<file path="src/rtl/quaddemux_pkg.sv">
// Shared constants and channel-select type for the quad 64-bit demux buffer.
package quaddemux_pkg;

   localparam int unsigned DataWidth = 64;
   localparam int unsigned NumCh     = 4;
   localparam int unsigned CntWidth  = 8;

   typedef enum logic [1:0] {
      CH_A = 2'd0,
      CH_B = 2'd1,
      CH_C = 2'd2,
      CH_D = 2'd3
   } chSel_e;

endpackage

</file>
<file path="src/rtl/demux_fifo.sv">
// Single-channel DEPTH-entry FIFO; head word is presented combinationally from storage.
module demux_fifo
   import quaddemux_pkg::*;
#(
   parameter int unsigned DEPTH = 2
) (
   input  logic                 clk,
   input  logic                 rst,
   input  logic                 push,
   input  logic                 pop,
   input  logic [DataWidth-1:0] dataIn,
   output logic [DataWidth-1:0] dataOut,
   output logic                 full,
   output logic                 empty
);

   localparam int unsigned      PtrW    = $clog2(DEPTH);
   localparam logic [PtrW:0]    FullOcc = (PtrW + 1)'(DEPTH);
   localparam logic [PtrW-1:0]  PtrOne  = 1;
   localparam logic [PtrW:0]    OccOne  = 1;

   logic [DataWidth-1:0] mem [DEPTH];
   logic [PtrW-1:0]      wrPtr;
   logic [PtrW-1:0]      rdPtr;
   logic [PtrW:0]        occ;
   logic                 doPush;
   logic                 doPop;

   assign full    = (occ == FullOcc);
   assign empty   = (occ == '0);
   assign doPush  = push & ~full;
   assign doPop   = pop & ~empty;
   assign dataOut = mem[rdPtr];

   // Extra occupancy bit separates full from empty when the pointers coincide.
   always_ff @(posedge clk or posedge rst) begin
      if (rst) begin
         wrPtr <= '0;
         rdPtr <= '0;
         occ   <= '0;
      end else begin
         if (doPush) wrPtr <= wrPtr + PtrOne;
         if (doPop)  rdPtr <= rdPtr + PtrOne;
         case ({doPush, doPop})
            2'b10:   occ <= occ + OccOne;
            2'b01:   occ <= occ - OccOne;
            default: ;
         endcase
      end
   end

   always_ff @(posedge clk or posedge rst) begin
      if (rst) begin
         mem <= '{default: '0};
      end else if (doPush) begin
         mem[wrPtr] <= dataIn;
      end
   end

endmodule

</file>
<file path="src/rtl/quaddemux_64bit_buf.sv">
// Routes 64-bit words into one of four buffered output channels selected by S.
// Optional per-channel delivered-word counters are enabled with QDEMUX_CNT_EN.
module quaddemux_64bit_buf
   import quaddemux_pkg::*;
#(
   parameter int unsigned DEPTH = 2
) (
   input  logic                 clk,
   input  logic                 rst,
   input  logic [DataWidth-1:0] In,
   input  logic [1:0]           S,
   input  logic                 InValid,
   output logic                 InReady,
   output logic [DataWidth-1:0] OutA,
   output logic [DataWidth-1:0] OutB,
   output logic [DataWidth-1:0] OutC,
   output logic [DataWidth-1:0] OutD,
   output logic [NumCh-1:0]     OutValid,
   input  logic [NumCh-1:0]     OutReady
`ifdef QDEMUX_CNT_EN
   ,
   output logic [31:0]          Count
`endif
);

   logic [NumCh-1:0]     selVec;
   logic [NumCh-1:0]     full;
   logic [NumCh-1:0]     empty;
   logic [NumCh-1:0]     pushVec;
   logic [NumCh-1:0]     popVec;
   logic [DataWidth-1:0] headData [NumCh];

   always_comb begin
      selVec = '0;
      unique case (chSel_e'(S))
         CH_A: selVec = 4'b0001;
         CH_B: selVec = 4'b0010;
         CH_C: selVec = 4'b0100;
         CH_D: selVec = 4'b1000;
      endcase
   end

   // Readiness looks only at the selected channel's fullness, never at OutReady.
   assign InReady  = ~|(full & selVec);
   assign pushVec  = selVec & {NumCh{InValid & InReady}};
   assign popVec   = OutReady & ~empty;
   assign OutValid = ~empty;

   for (genvar i = 0; i < NumCh; i++) begin : gChan
      demux_fifo #(
         .DEPTH (DEPTH)
      ) uFifo (
         .clk     (clk),
         .rst     (rst),
         .push    (pushVec[i]),
         .pop     (popVec[i]),
         .dataIn  (In),
         .dataOut (headData[i]),
         .full    (full[i]),
         .empty   (empty[i])
      );
   end

   assign OutA = headData[CH_A];
   assign OutB = headData[CH_B];
   assign OutC = headData[CH_C];
   assign OutD = headData[CH_D];

`ifdef QDEMUX_CNT_EN
   logic [CntWidth-1:0] cnt [NumCh];

   always_ff @(posedge clk or posedge rst) begin
      if (rst) begin
         cnt <= '{default: '0};
      end else begin
         for (int i = 0; i < NumCh; i++) begin
            if (popVec[i] && (cnt[i] != '1)) cnt[i] <= cnt[i] + CntWidth'(1);
         end
      end
   end

   always_comb begin
      Count = '0;
      for (int i = 0; i < NumCh; i++) Count[CntWidth*i +: CntWidth] = cnt[i];
   end
`endif

endmodule
</file>
<file path="config.mk">
export PLATFORM = sky130hd
export DESIGN_NAME = quaddemux_64bit_buf
export DESIGN_NICKNAME = d
export VERILOG_FILES = /design/src/rtl/quaddemux_pkg.sv /design/src/rtl/demux_fifo.sv /design/src/rtl/quaddemux_64bit_buf.sv
export SDC_FILE = /design/constraint.sdc
export NUM_CORES = 1
export LEC_CHECK = 0
export ABC_CLOCK_PERIOD_IN_PS = 22400
export CORE_MARGIN = 10
export CORE_UTILIZATION = 48
export CTS_CLUSTER_DIAMETER = 80
export DETAILED_ROUTE_END_ITERATION = 16
export PLACE_DENSITY = 0.71
export RECOVER_POWER = 25
export SLEW_MARGIN = 20
export SYNTH_ARGS = -nofsm -noshare
export SYNTH_HDL_FRONTEND = slang
export SYNTH_SLANG_ARGS = --single-unit
export TNS_END_PERCENT = 5
</file>
<file path="constraint.sdc">
create_clock -name clk -period 22.4 [get_ports clk]
set_clock_uncertainty 0.15 [all_clocks]
set_input_delay 2.24 -clock clk [delete_from_list [all_inputs] [get_ports clk]]
set_output_delay 2.24 -clock clk [all_outputs]
set_load 0.005 [all_outputs]
</file>
; After elaboration in Yosys (flattened, before gate mapping)
; Cells that the tools add are included.
[classes]
n_addsub = 16
multipliers = 0
div = 0
n_lt_le_gt_ge = 12
n_eq_ne = 15
shifts = 0
n_mux = 29
bitwise_logic = 29
reduce_logical = 15
[ops]
columns = operator, count
row1 = $mux W64, 16
row2 = $bwmux W128, 4
row3 = $demux W64 S1, 4
row4 = $eq A2 B2 Y1 const B, 10
row5 = $ge A2 B2 Y1 const B, 8
row6 = $not A1 Y2, 8
row7 = $pmux W2 S2, 4
row8 = $pmux W4 S4, 1
row9 = $and A4 B4 Y4, 3
row10 = $eq A2 B1 Y1 const B, 5
row11 = $logic_not A2 Y1, 5
row12 = $and A1 B1 Y1, 9
row13 = $add A1 B1 Y1 const B, 8
row14 = $add A2 B1 Y2 const B, 4
row15 = $lt A2 B1 Y1 const B, 4
row16 = $not A1 Y1, 8
row17 = $reduce_bool A2 Y1, 4
row18 = $sub A2 B1 Y2 const B, 4
row19 = $logic_and A1 B1 Y1, 4
row20 = $not A4 Y4, 1
row21 = $reduce_or A4 Y1, 1
row22 = $logic_not A1 Y1, 1
[totals]
ff_bits = 528
latch_bits = 0
mem_bits_rw = 0
romBits = 0
in_bits = 73
out_inout_bits = 261
wordCells = 136
n_memories = 0

; Logic depth before layout (Yosys ltp)
[logic_depth]
word_depth = 10
ltp_mapped = 7
ltp_nobuf = 6

; Hierarchy
; From an unflattened synthesis, not the netlist that was laid out.
[hier_totals]
cells_unflattened = 1455
hier_area_um2 = 25440.6
[by_module_without_submodules]
columns = module, instances, cells_per_inst, area_each_um2, seq_area_each_um2
row1 = demux_fifo, 4, 360, 6334.8, 3303.2
row2 = quaddemux_64bit_buf, 1, 15, 101.3, 0.0

; Worst setup path after synthesis
; Ideal clock, no wire load.
[synth_path]
path_type = input to output
startpoint = input port S[0]
endpoint = output port InReady
t_arrival_ns = 2.896
required_time_ns = 20.010
setup_slack_ns = 17.114
cell_stages = 2
n_path_buf = 1
cell_sequence = buf_2 mux4_2
[synth_via]
elab_chain_cells = 5
word_cells_on_any_way = 8
classes_between = eq/ne (3) / mux (1) / bitwise (1) / reduce/logical (3)
[synth_rtl]
columns = item, line
row1 = "start, declared", quaddemux_64bit_buf.sv:11  ; input logic [1:0] S,
row2 = $eq A2 B2 Y1 (tied with other cells), quaddemux_64bit_buf.sv:35  ; unique case (chSel_e'(S))
row3 = $pmux W4 S4 *, quaddemux_64bit_buf.sv:35
row4 = $and A4 B4 Y4 *, quaddemux_64bit_buf.sv:44  ; assign InReady = ~|(full & selVec);
row5 = $reduce_or A4 Y1 *, quaddemux_64bit_buf.sv:44
row6 = $logic_not A1 Y1 *, quaddemux_64bit_buf.sv:44
row7 = "end, declared", quaddemux_64bit_buf.sv:13  ; output logic InReady,
; Every way passes the cells marked *; elsewhere a longest branch is shown, timed or not.

==> Flow_metrics.wiki <==
{| class="wikitable"
! Metric !! Value
|-
| Largest area contributor in the netlist || sky130_fd_sc_hd__dfrtp_1
|-
| Average via count per standard cell || 5.46
|-
| Kind of end point of the critical path || async pin
|-
| Die ar. || 57,000 µm²
|-
| Sum of negative setup slack || 0 ns
|-
| Antenna diodes || 0
|-
| Detail Placement HPWL || 37.1 mm
|-
| Setup repair after global routing missed its margin || no
|-
| Worst setup path category || in2async
|-
| Number of buffer cells added on primary ports || 333
|-
| Number of antenna violations at the first check in global routing || 3
|-
| TritonCTS Buffers || 55
|-
| Root Driver || sky130_fd_sc_hd__clkbuf_16
|-
| Initial core utilization || 48.3%
|-
| Post-synthesis average cell area || 16.0 µm²
|-
| Wirelength, routed || 59.6 mm
|-
| Commonest non-fill, non-tap cells in the layout || sky130_fd_sc_hd__mux2_2, sky130_fd_sc_hd__dfrtp_1, sky130_fd_sc_hd__clkdlybuf4s50_1, sky130_fd_sc_hd__mux2_4, sky130_fd_sc_hd__clkbuf_16
|-
| Number of placed I/O pins || 334
|-
| First-pass iteration count of the detailed router || 6
|-
| Total power draw || 0.00464 W
|-
| Biggest area contributors in the synthesized netlist || sky130_fd_sc_hd__dfrtp_1, sky130_fd_sc_hd__mux2_2, sky130_fd_sc_hd__mux2_4
|-
| Fraction of final layout cells sized beyond drive strength 1 || 48.4%
|-
| Std-Cell Rows || 80
|-
| Worst VDD drop || 0.0875 mV
|-
| Sinks on Clock Net || 528
|-
| Status || finished with violations
|-
| DR WL/cell || 24.6 µm
|-
| Pin slew with the least headroom to its limit || 5.21 ns
|-
| Number of global-route vias before repair || 14,936
|-
| Area growth syn-to-layout || 24.4%
|-
| Standby leakage power || 12.3 nW
|-
| Syn. warnings || 0
|-
| Maximum capacitance violations || 6
|-
| Post-CTS Repair Setup Buffers || 0
|-
| Violations in the final reports || capacitance limit, slew limit
|-
| Max Clock Freq || 108 MHz
|-
| Number of filler cells placed in the layout || 3,720
|-
| Sequential element share of the synthesized area || 57.5%
|-
| Count of final setup violators || 0
|-
| Critical path fanouts, max || 121
|-
| Count of hold-fix buffers inserted at cts || 0
|-
| Gate Count Post-Synth || 1,440
|-
| Total standard cell area after synthesis || 23,000 µm²
|-
| Clock transition at the registers of the reported paths || 0.06 ns
|-
| Worst slew margin relative to its limit || -250%
|-
| Number of design rule violations left after detail routing || 0
|-
| CTS tree || done
|-
| Slew Viols, Final || 309
|-
| Number of storage elements in the synthesis netlist || 528
|-
| Die Width || 239 µm
|-
| Most common cell after layout, fill and taps aside || sky130_fd_sc_hd__mux2_2
|-
| Share of Yosys cell area claimed by the top area cell type || 57.5%
|-
| Total congestion overflow after global routing || 0
|-
| Pin count of the biggest net entering global routing || 178
|-
| Async set or reset register ratio after synthesis || 100%
|-
| Power density over the cells || 162 nW/µm²
|-
| Hold Fails Final Rpt || 0
|-
| Via count || 13,241
|-
| Placed cells || 2,323
|-
| Number of synthesized flops with an enable pin || 0
|-
| Required time of the worst setup path || 22.26 ns
|-
| Final #Nets || 1,844
|-
| Maximum count of clock buffers along a single path || 3
|-
| Final period util || 41.3%
|-
| Final core area utilization || 60.1%
|-
| Iteration-0 DRC Markers || 590
|-
| Final weighted congestion in routability-driven placement || 0.747
|-
| Critical Path Source Type || primary input
|-
| Non-filler cells in the finished layout || 2,425
|-
| Top_reg_cell synth || sky130_fd_sc_hd__dfrtp_1
|-
| Minimum period implied by the final worst setup slack || 9.26 ns
|-
| Wire length of the first global-routing pass || 92.2 mm
|-
| Synthesized net count || 1,517
|-
| H-tree Lvls || 2
|-
| Clock latency of the later-clocked register in the worst-skew pair || 0.60 ns
|-
| Arrival time of data at the critical path endpoint || 9.12 ns
|-
| Die boundary height || 239 µm
|-
| Overall fraction of global-route tracks in use || 21.0%
|-
| Number of nets with antenna violations after routing || 0
|-
| Unique cell type count in the Yosys netlist || 25
|-
| Hold Path Class || reg2reg
|-
| # resized after CTS || 0
|-
| Area of the core || 47,500 µm²
|}
[sequential cells by signal, indices dropped and copies added (netlist names)]
| signal | count |
|---|---|
| gChan.uFifo.rdPtr | 4 |
| gChan.uFifo.mem | 512 |
| gChan.uFifo.wrPtr | 4 |
| gChan.uFifo.occ | 8 |
[cell type report]
type / count / area (µm²) / area share [%]
Tap cell: 615 / 769 / 2.69
Sequential cell: 528 / 13200 / 46.3
Clock inverter: 9 / 83.8 / 0.293
Timing Repair Buffer: 354 / 3490 / 12.2
Multi-Input combinational cell: 826 / 9340 / 32.7
Inverter: 2 / 8.76 / 0.0306
Clock buffer: 91 / 1660 / 5.81
[kinds of logic (layout without fill, tap and decap cells)]
family,Yosys count,after routing,synth area share (%)
buf+inv,86,456,1.91
fa+ha+maj,4,4,0.218
simple gates,33,33,0.882
mux,769,769,38.7
xor+xnor,20,20,0.762
flops,528,528,57.5
[worst paths after layout]
kind	start	endpoint	slack (ns)	cells after the start
min reg2reg	gChan[2].uFifo.occ[1]	gChan[2].uFifo.occ[1]	0.34	1
max	rst	gChan[1].uFifo.mem[78]	13.14	4
min in group asynchronous	rst	gChan[0].uFifo.mem[32]	3.56	2
min	gChan[2].uFifo.occ[1]	gChan[2].uFifo.occ[1]	0.34	1
max reg2reg	gChan[3].uFifo.occ[1]	gChan[3].uFifo.mem[83]	18.21	5
max in group clk	S[0]	InReady	16.03	3
[synth_stat cells, types with 2 or more instances]
master	n
sky130_fd_sc_hd__clkbuf_1	29
sky130_fd_sc_hd__inv_1	2
sky130_fd_sc_hd__buf_2	47
sky130_fd_sc_hd__nor2b_1	3
sky130_fd_sc_hd__xor2_1	8
sky130_fd_sc_hd__nor2_1	6
sky130_fd_sc_hd__ha_1	4
sky130_fd_sc_hd__or2_2	4
sky130_fd_sc_hd__xnor2_1	12
sky130_fd_sc_hd__nor4b_1	2
sky130_fd_sc_hd__nand3_1	2
sky130_fd_sc_hd__and2_1	4
sky130_fd_sc_hd__mux2_4	60
sky130_fd_sc_hd__dfrtp_1	528
sky130_fd_sc_hd__nand2b_1	3
sky130_fd_sc_hd__nand4b_1	2
sky130_fd_sc_hd__buf_6	7
sky130_fd_sc_hd__nand4_1	3
sky130_fd_sc_hd__mux2_2	708
[per-stage QoR]
| stage | setup WS, ns | hold WS (ns) | instance area (µm²) |
|---|---|---|---|
| final | 13.14 | 0.336 | 28600 |
| after global routing | 11.79 | 0.362 | 28600 |
| after CTS | 16.12 | 0.336 | 28600 |
| after detailed placement | 16.12 | 0.328 | 26900 |
| after global placement | 16.13 | 0.314 | 26900 |
| after floorplan | 5.26 | 0.297 | 23000 |
[worst max-delay path, stage by stage]
cell                            delay [ns]
sky130_fd_sc_hd__dlygate4sd3_1        0.55
sky130_fd_sc_hd__clkinvlp_2           2.88
sky130_fd_sc_hd__clkbuf_1             1.02
sky130_fd_sc_hd__clkbuf_1             2.27
[power breakdown]
| group | internal, W | switching, W | leakage, nW |
|---|---|---|---|
| logic | 0.00134 | 0.000736 | 5.07 |
| clock network | 0.000514 | 0.000367 | 0.854 |
| registers | 0.00143 | 0.000255 | 6.37 |
| total | 0.00329 | 0.00136 | 12.3 |
[metal layers]
metal | vias to the layer above | track usage, % | share of wire [%]
li1 | 5827 | - | -
met1 | 7073 | 27.2 | 44
met2 | 269 | 35.4 | 50
met3 | 68 | 4.75 | 5.1
met4 | 4 | 4.25 | 1.4
met5 | - | 0 | 0.044
No activity file was read; power rests on OpenSTA's default activity.
